## src/rtl/uart_pkg.sv

```systemverilog
// ============================================================================
// Module      : uart_pkg
// Description : Shared types and constants for the UART rx/tx blocks:
//               FSM state encoding, frame levels, timer width helper.
// Revision    : 1.0 - initial release
// ============================================================================
`default_nettype none

package uart_pkg;

    // Receiver/transmitter FSM states (PARITY only used with parity builds)
    typedef enum logic [2:0] {
        IDLE    = 3'd0,
        START   = 3'd1,
        DATA    = 3'd2,
        PARITY  = 3'd3,
        STOP    = 3'd4,
        WAIT_HI = 3'd5
    } uart_state_t;

    localparam int   DATA_BITS   = 8;
    localparam logic IDLE_LEVEL  = 1'b1;
    localparam logic START_LEVEL = 1'b0;
    localparam logic STOP_LEVEL  = 1'b1;

    // Counter width able to hold 0..clks-1, never narrower than one bit
    function automatic int timer_width(input int clks);
        return (clks > 1) ? $clog2(clks) : 1;
    endfunction

endpackage

`default_nettype wire

```

## src/rtl/uart_bit_timer.sv

```systemverilog
// ============================================================================
// Module      : uart_bit_timer
// Description : Per-bit tick counter (0..CLKS_PER_BIT-1) with synchronous
//               restart and half-period / full-period compare flags.
// Revision    : 1.0 - initial release
// ============================================================================
`default_nettype none

module uart_bit_timer
    import uart_pkg::*;
#(
    parameter int CLKS_PER_BIT = 16
) (
    input  logic CLK,
    input  logic CLR,
    input  logic restart,
    output logic half_hit,
    output logic full_hit
);

    localparam int HALF_BIT = CLKS_PER_BIT / 2;
    localparam int TW       = timer_width(CLKS_PER_BIT);

    logic [TW-1:0] tick;

    assign half_hit = (tick == TW'(HALF_BIT));
    assign full_hit = (tick == TW'(CLKS_PER_BIT - 1));

    // Free-running bit counter, wraps at the end of each bit period
    always_ff @(posedge CLK) begin
        if (CLR || restart) begin
            tick <= '0;
        end else if (full_hit) begin
            tick <= '0;
        end else begin
            tick <= tick + TW'(1);
        end
    end

endmodule

`default_nettype wire

```

## src/rtl/uart_rx.sv

```systemverilog
// ============================================================================
// Module      : uart_rx
// Description : 8-bit asynchronous serial receiver (start 0, D0 first,
//               stop 1). Two-flop input synchroniser, bit-centre sampling,
//               framing-error pulse and break recovery.
//               Optional macro UART_RX_PARITY_EN adds an even-parity bit
//               and the PARITY_ERR output.
// Revision    : 1.0 - initial release
// ============================================================================
`default_nettype none

module uart_rx
    import uart_pkg::*;
#(
    parameter int CLKS_PER_BIT = 16
) (
    input  logic                 CLK,
    input  logic                 CLR,
    input  logic                 SERIAL_IN,
    output logic [DATA_BITS-1:0] DATA_OUT,
    output logic                 DATA_VALID,
    output logic                 FRAME_ERR,
    output logic                 BUSY
`ifdef UART_RX_PARITY_EN
    ,
    output logic                 PARITY_ERR
`endif
);

    uart_state_t          state;
    uart_state_t          state_next;
    logic                 sync_meta;
    logic                 rx_s;
    logic                 restart;
    logic                 half_hit;
    logic                 full_hit;
    logic                 shift_en;
    logic                 idx_clr;
    logic                 load_data;
    logic                 set_ferr;
    logic [DATA_BITS-1:0] shift_reg;
    logic [2:0]           bit_idx;
`ifdef UART_RX_PARITY_EN
    logic                 par_cap;
    logic                 par_bit;
`endif

    uart_bit_timer #(
        .CLKS_PER_BIT (CLKS_PER_BIT)
    ) u_timer (
        .CLK      (CLK),
        .CLR      (CLR),
        .restart  (restart),
        .half_hit (half_hit),
        .full_hit (full_hit)
    );

    assign BUSY = (state != IDLE);

    // Two-flop synchroniser; resets to the idle line level
    always_ff @(posedge CLK) begin
        if (CLR) begin
            sync_meta <= IDLE_LEVEL;
            rx_s      <= IDLE_LEVEL;
        end else begin
            sync_meta <= SERIAL_IN;
            rx_s      <= sync_meta;
        end
    end

    // FSM state register
    always_ff @(posedge CLK) begin
        if (CLR) begin
            state <= IDLE;
        end else begin
            state <= state_next;
        end
    end

    // Next-state and datapath control decode
    always_comb begin
        state_next = state;
        restart    = 1'b0;
        shift_en   = 1'b0;
        idx_clr    = 1'b0;
        load_data  = 1'b0;
        set_ferr   = 1'b0;
`ifdef UART_RX_PARITY_EN
        par_cap    = 1'b0;
`endif
        case (state)
            IDLE: begin
                // Hold the timer at zero so START begins counting from 0
                restart = 1'b1;
                if (rx_s == START_LEVEL) begin
                    state_next = START;
                end
            end
            START: begin
                if (half_hit) begin
                    restart = 1'b1;
                    if (rx_s == START_LEVEL) begin
                        state_next = DATA;
                        idx_clr    = 1'b1;
                    end else begin
                        state_next = IDLE;
                    end
                end
            end
            DATA: begin
                if (full_hit) begin
                    shift_en = 1'b1;
                    if (bit_idx == 3'(DATA_BITS - 1)) begin
`ifdef UART_RX_PARITY_EN
                        state_next = PARITY;
`else
                        state_next = STOP;
`endif
                    end
                end
            end
`ifdef UART_RX_PARITY_EN
            PARITY: begin
                if (full_hit) begin
                    par_cap    = 1'b1;
                    state_next = STOP;
                end
            end
`endif
            STOP: begin
                if (full_hit) begin
                    if (rx_s == STOP_LEVEL) begin
                        load_data  = 1'b1;
                        state_next = IDLE;
                    end else begin
                        set_ferr   = 1'b1;
                        state_next = WAIT_HI;
                    end
                end
            end
            WAIT_HI: begin
                // Break: ignore the low line until it returns high
                restart = 1'b1;
                if (rx_s == IDLE_LEVEL) begin
                    state_next = IDLE;
                end
            end
            default: begin
                state_next = IDLE;
            end
        endcase
    end

    // Shift register and bit index; bits enter at the MSB so D0 ends at LSB
    always_ff @(posedge CLK) begin
        if (CLR) begin
            shift_reg <= '0;
            bit_idx   <= '0;
        end else begin
            if (idx_clr) begin
                bit_idx <= '0;
            end else if (shift_en) begin
                bit_idx <= bit_idx + 3'd1;
            end
            if (shift_en) begin
                shift_reg <= {rx_s, shift_reg[DATA_BITS-1:1]};
            end
        end
    end

    // Registered outputs: byte delivery and one-cycle status pulses
    always_ff @(posedge CLK) begin
        if (CLR) begin
            DATA_OUT   <= '0;
            DATA_VALID <= 1'b0;
            FRAME_ERR  <= 1'b0;
        end else begin
            DATA_VALID <= load_data;
            FRAME_ERR  <= set_ferr;
            if (load_data) begin
                DATA_OUT <= shift_reg;
            end
        end
    end

`ifdef UART_RX_PARITY_EN
    // Even-parity capture and check, reported alongside DATA_VALID
    always_ff @(posedge CLK) begin
        if (CLR) begin
            par_bit    <= 1'b0;
            PARITY_ERR <= 1'b0;
        end else begin
            if (par_cap) begin
                par_bit <= rx_s;
            end
            PARITY_ERR <= load_data & ((^shift_reg) ^ par_bit);
        end
    end
`endif

endmodule

`default_nettype wire

```

## config.mk

```make
export PLATFORM = sky130hd
export DESIGN_NAME = uart_rx
export DESIGN_NICKNAME = d
export VERILOG_FILES = /design/src/rtl/uart_pkg.sv /design/src/rtl/uart_bit_timer.sv /design/src/rtl/uart_rx.sv
export SDC_FILE = /design/constraint.sdc
export NUM_CORES = 1
export LEC_CHECK = 0
export BUFFER_PORTS_ARGS = -buffer_cell sky130_fd_sc_hd__buf_2
export CAP_MARGIN = 15
export CELL_PAD_IN_SITES_DETAIL_PLACEMENT = 1
export CELL_PAD_IN_SITES_GLOBAL_PLACEMENT = 1
export CORE_MARGIN = 3
export CORE_UTILIZATION = 39
export DETAILED_ROUTE_END_ITERATION = 7
export GPL_ROUTABILITY_DRIVEN = 0
export PLACE_DENSITY = 0.79
export REMOVE_ABC_BUFFERS = 1
export SETUP_SLACK_MARGIN = 0.1
export SLEW_MARGIN = 20
export SYNTH_ARGS = -nofsm -noshare
export SYNTH_HDL_FRONTEND = slang
export SYNTH_SLANG_ARGS = --single-unit
export TNS_END_PERCENT = 5
```

## constraint.sdc

```tcl
create_clock -name CLK -period 1.4 [get_ports CLK]
set_clock_uncertainty 0.1 [all_clocks]
set_input_delay 0.21 -clock CLK [delete_from_list [all_inputs] [get_ports CLK]]
set_output_delay 0.21 -clock CLK [all_outputs]
set_load 0.03 [all_outputs]
```

==> impl_summary.txt <==
----------------------------------------------------
[Status]
  Status ... complete, but fails checks
  Failing checks ... negative setup slack

[Layout]
  Diodes inserted ... 0
  Post-layout instance count excluding filler cells ... 215
  Final standard cell utilization of the core ... 0.5592
  Proportion of layout cells with a drive suffix above 1 ... 0.4269
  Non-Filler Cell Area, Final ... 1749 µm²
  Layout net count ... 177
  Fillers ... 360
  Area added between synthesis and finish ... 33.14%

[Placement]
  Instance area at placement ... 1511 µm²
  HPWL Detailed ... 2146 µm
  Placement-stage worst setup slack ... -0.1462 ns
  Count of buffers from port buffering ... 13
  Cells after DPL ... 204

[Clock network]
  Clock slew seen by the registers of the worst setup and hold paths ... 0.10 ns
  CTS root buffer ... clkbuf_4
  Longest Clk Path Bufs ... 2
  CTS buffer count ... 5
  H-tree Lvls ... 2
  CTS tree ... done
  CTS sink count ... 30
  Worst skew pair latency ... 0.33 ns

[Synthesis]
  Netlist cell types ... 33
  Top cells by count, synth ... dfxtp_1 (30), nand2b_1 (18), a21oi_1 (14), nand3_1 (14), o21ai_0 (11)
  Cell Area, Synth ... 1314 µm²
  Area share of the largest cell type after synthesis ... 0.4571
  Top cell type by total area after synthesis ... dfxtp_1
  Avg Synthesized Cell Area ... 9.123 µm²
  Most frequent cell after synthesis ... dfxtp_1
  Cell count after synthesis ... 144
  Main area contributors after synthesis ... dfxtp_1 (46%), nand2b_1 (8.6%), mux2i_1 (6.1%)
  Flops & latches, synth ... 30
  Post-synthesis async set-or-reset flop share ... 0
  Sequential area share after synthesis ... 0.4571
  Number of flops mapped to enable cells by yosys ... 0
  Top flip-flop cell by instance count after synthesis ... dfxtp_1
  Synthesis Warnings ... 0

[Worst setup path]
  Setup slack on the worst flop-to-flop path ... -0.08 ns
  Beginning of the worst register-to-register path ... state[0]
  Worst Setup Path Type ... flop to output pin
  Worst Path Arrival ... 1.19 ns
  WP data required ... 1.09 ns
  Critical Path Start Type ... flop
  Max Fanout on Critical Path ... 2
  Critical path endpoint category ... output pin
  R2r worst-path depth ... 5
  Worst setup path startpoint ... state[0]

[Detailed routing]
  Antenna violation net count after detailed routing ... 0
  Detailed Route Iter0 Violations ... 20
  Total detailed-routing wirelength ... 3211 µm
  Wirelength per Cell ... 14.93 µm
  Drt drc ... 0
  Via count normalized by instance count ... 5.233
  Vias post-DR ... 1125
  Number of detailed-routing iterations run before antenna repair ... 5

[GRT]
  Antenna violations before repair ... 0
  Wire length of the first global-routing pass ... 5595 µm
  GRT Residual Overflow ... 0
  Number of global-route vias before repair ... 1192
  Aggregate global-route resource usage ... 0.1757
  Largest net degree at the start of global routing ... 37

[Floorplan]
  Count of pins on the block boundary ... 14
  Initial cell density of the core ... 0.4200
  Overall die width ... 64.04 µm
  Area of the core ... 3128 µm²
  Die Area ... 4101 µm²
  Standard-cell rows ... 20
  Die extent in y ... 64.04 µm

[Timing]
  Clock period minus worst slack ... 1.496 ns
  Count of final hold-check violations ... 0
  Setup WS post-layout ... -0.09615 ns
  Worst-margin pin slew ... 0.5923 ns
  Setup-violating endpoint count in the final report ... 24
  Final Slew Violations ... 0
  Max_slew headroom ... 0.6051
  Ratio of final minimum period to clock period ... 1.069
  Max Fclk ... 668.4 MHz
  RSZ-0062 raised after global routing ... true

[Pwr]
  Power density relative to cell area ... 854.3 nW/µm²
  Leakage component of the power ... 0.6253 nW
  Worst ir drop on vdd ... 0.0006058 V
  Overall power ... 1.494 mW

[Flow run]
  Maximum capacitance violations ... 0

[Min path]
  Start point of the worst min-delay path ... CLR
  Worst hold path type ... input port to flop
  Worst Hold Depth ... 2

----------------------------------------------------
==> critical path, cell delays in order, from the launching register on <==
cell and delay (ns):
dfxtp_2 0.34, or3_4 0.38, buf_6 0.14
==> final cells by class <==
type                       instances  area (µm²)  area share
timing repair buffer              32       236.5      0.1352
clock inverter                     1       5.005    0.002861
multi-input combinational         98       774.5      0.4428
tap                               44       55.05     0.03147
inverter                           3       11.26    0.006438
clock buffer                       7       55.05     0.03147
sequential                        30       611.8      0.3498
==> layout by cell type, fill, tap and decap left out, types with 4 or more instances in the layout <==
| master | instances |
|---|---|
| nand2b_1 | 18 |
| a21oi_2 | 4 |
| o21ai_2 | 7 |
| nand3_1 | 13 |
| a21oi_1 | 10 |
| clkbuf_4 | 5 |
| buf_2 | 12 |
| mux2i_1 | 8 |
| dfxtp_1 | 25 |
| buf_4 | 15 |
==> routing by layer <==
layer  track usage  vias up  wire length (µm)
met4       0.07278        0                25
met3       0.05272        4                81
met1        0.2028      538              1430
met5             0        -                 0
li1              -      563                 -
met2        0.2994       20              1673
==> where the power goes <==
part	internal (mW)	switching (mW)	leakage, nW
sequential	0.855	0.00639	0.245
clock	0.243	0.313	0.0353
combinational	0.0387	0.0380	0.345
==> cells by family (layout without fill, tap and decap cells) <==
kind of cell,after synthesis,after routing,synth area share
fa+ha+maj,4,4,0.03810
compound gates,32,32,0.1419
flops,30,30,0.4571
xor+xnor,2,2,0.01334
buf+inv,16,43,0.05048
mux,8,8,0.06095
simple gates,52,52,0.2381
==> what timing repair did <==
action / in CTS / in global routing
resized for setup: 24 / 25
hold buffers: 1 / 0
endpoints found under the setup margin: 29 / 29
setup buffers: 1 / 1
pin swaps: 6 / 4
endpoints found under the hold margin: 1 / 0
==> metrics by stage <==
stage	TNS, ns	hold slack, ns
6_report	-1.025	0.2877
5_1_grt	-2.225	0.2978
4_1_cts	-1.156	0.2553
3_5_place_dp	-2.012	0.2977
3_3_place_gp	-0.2620	0.2923
2_1_floorplan	-5.070	0.1791
==> path summary, 6_finish.rpt <==
check | end
worst max-delay path | BUSY
worst max register to register | state[1]
worst min-delay path | shift_reg[2]
worst min register to register | rx_s
Note: power is estimated with default switching activity, not from simulation.
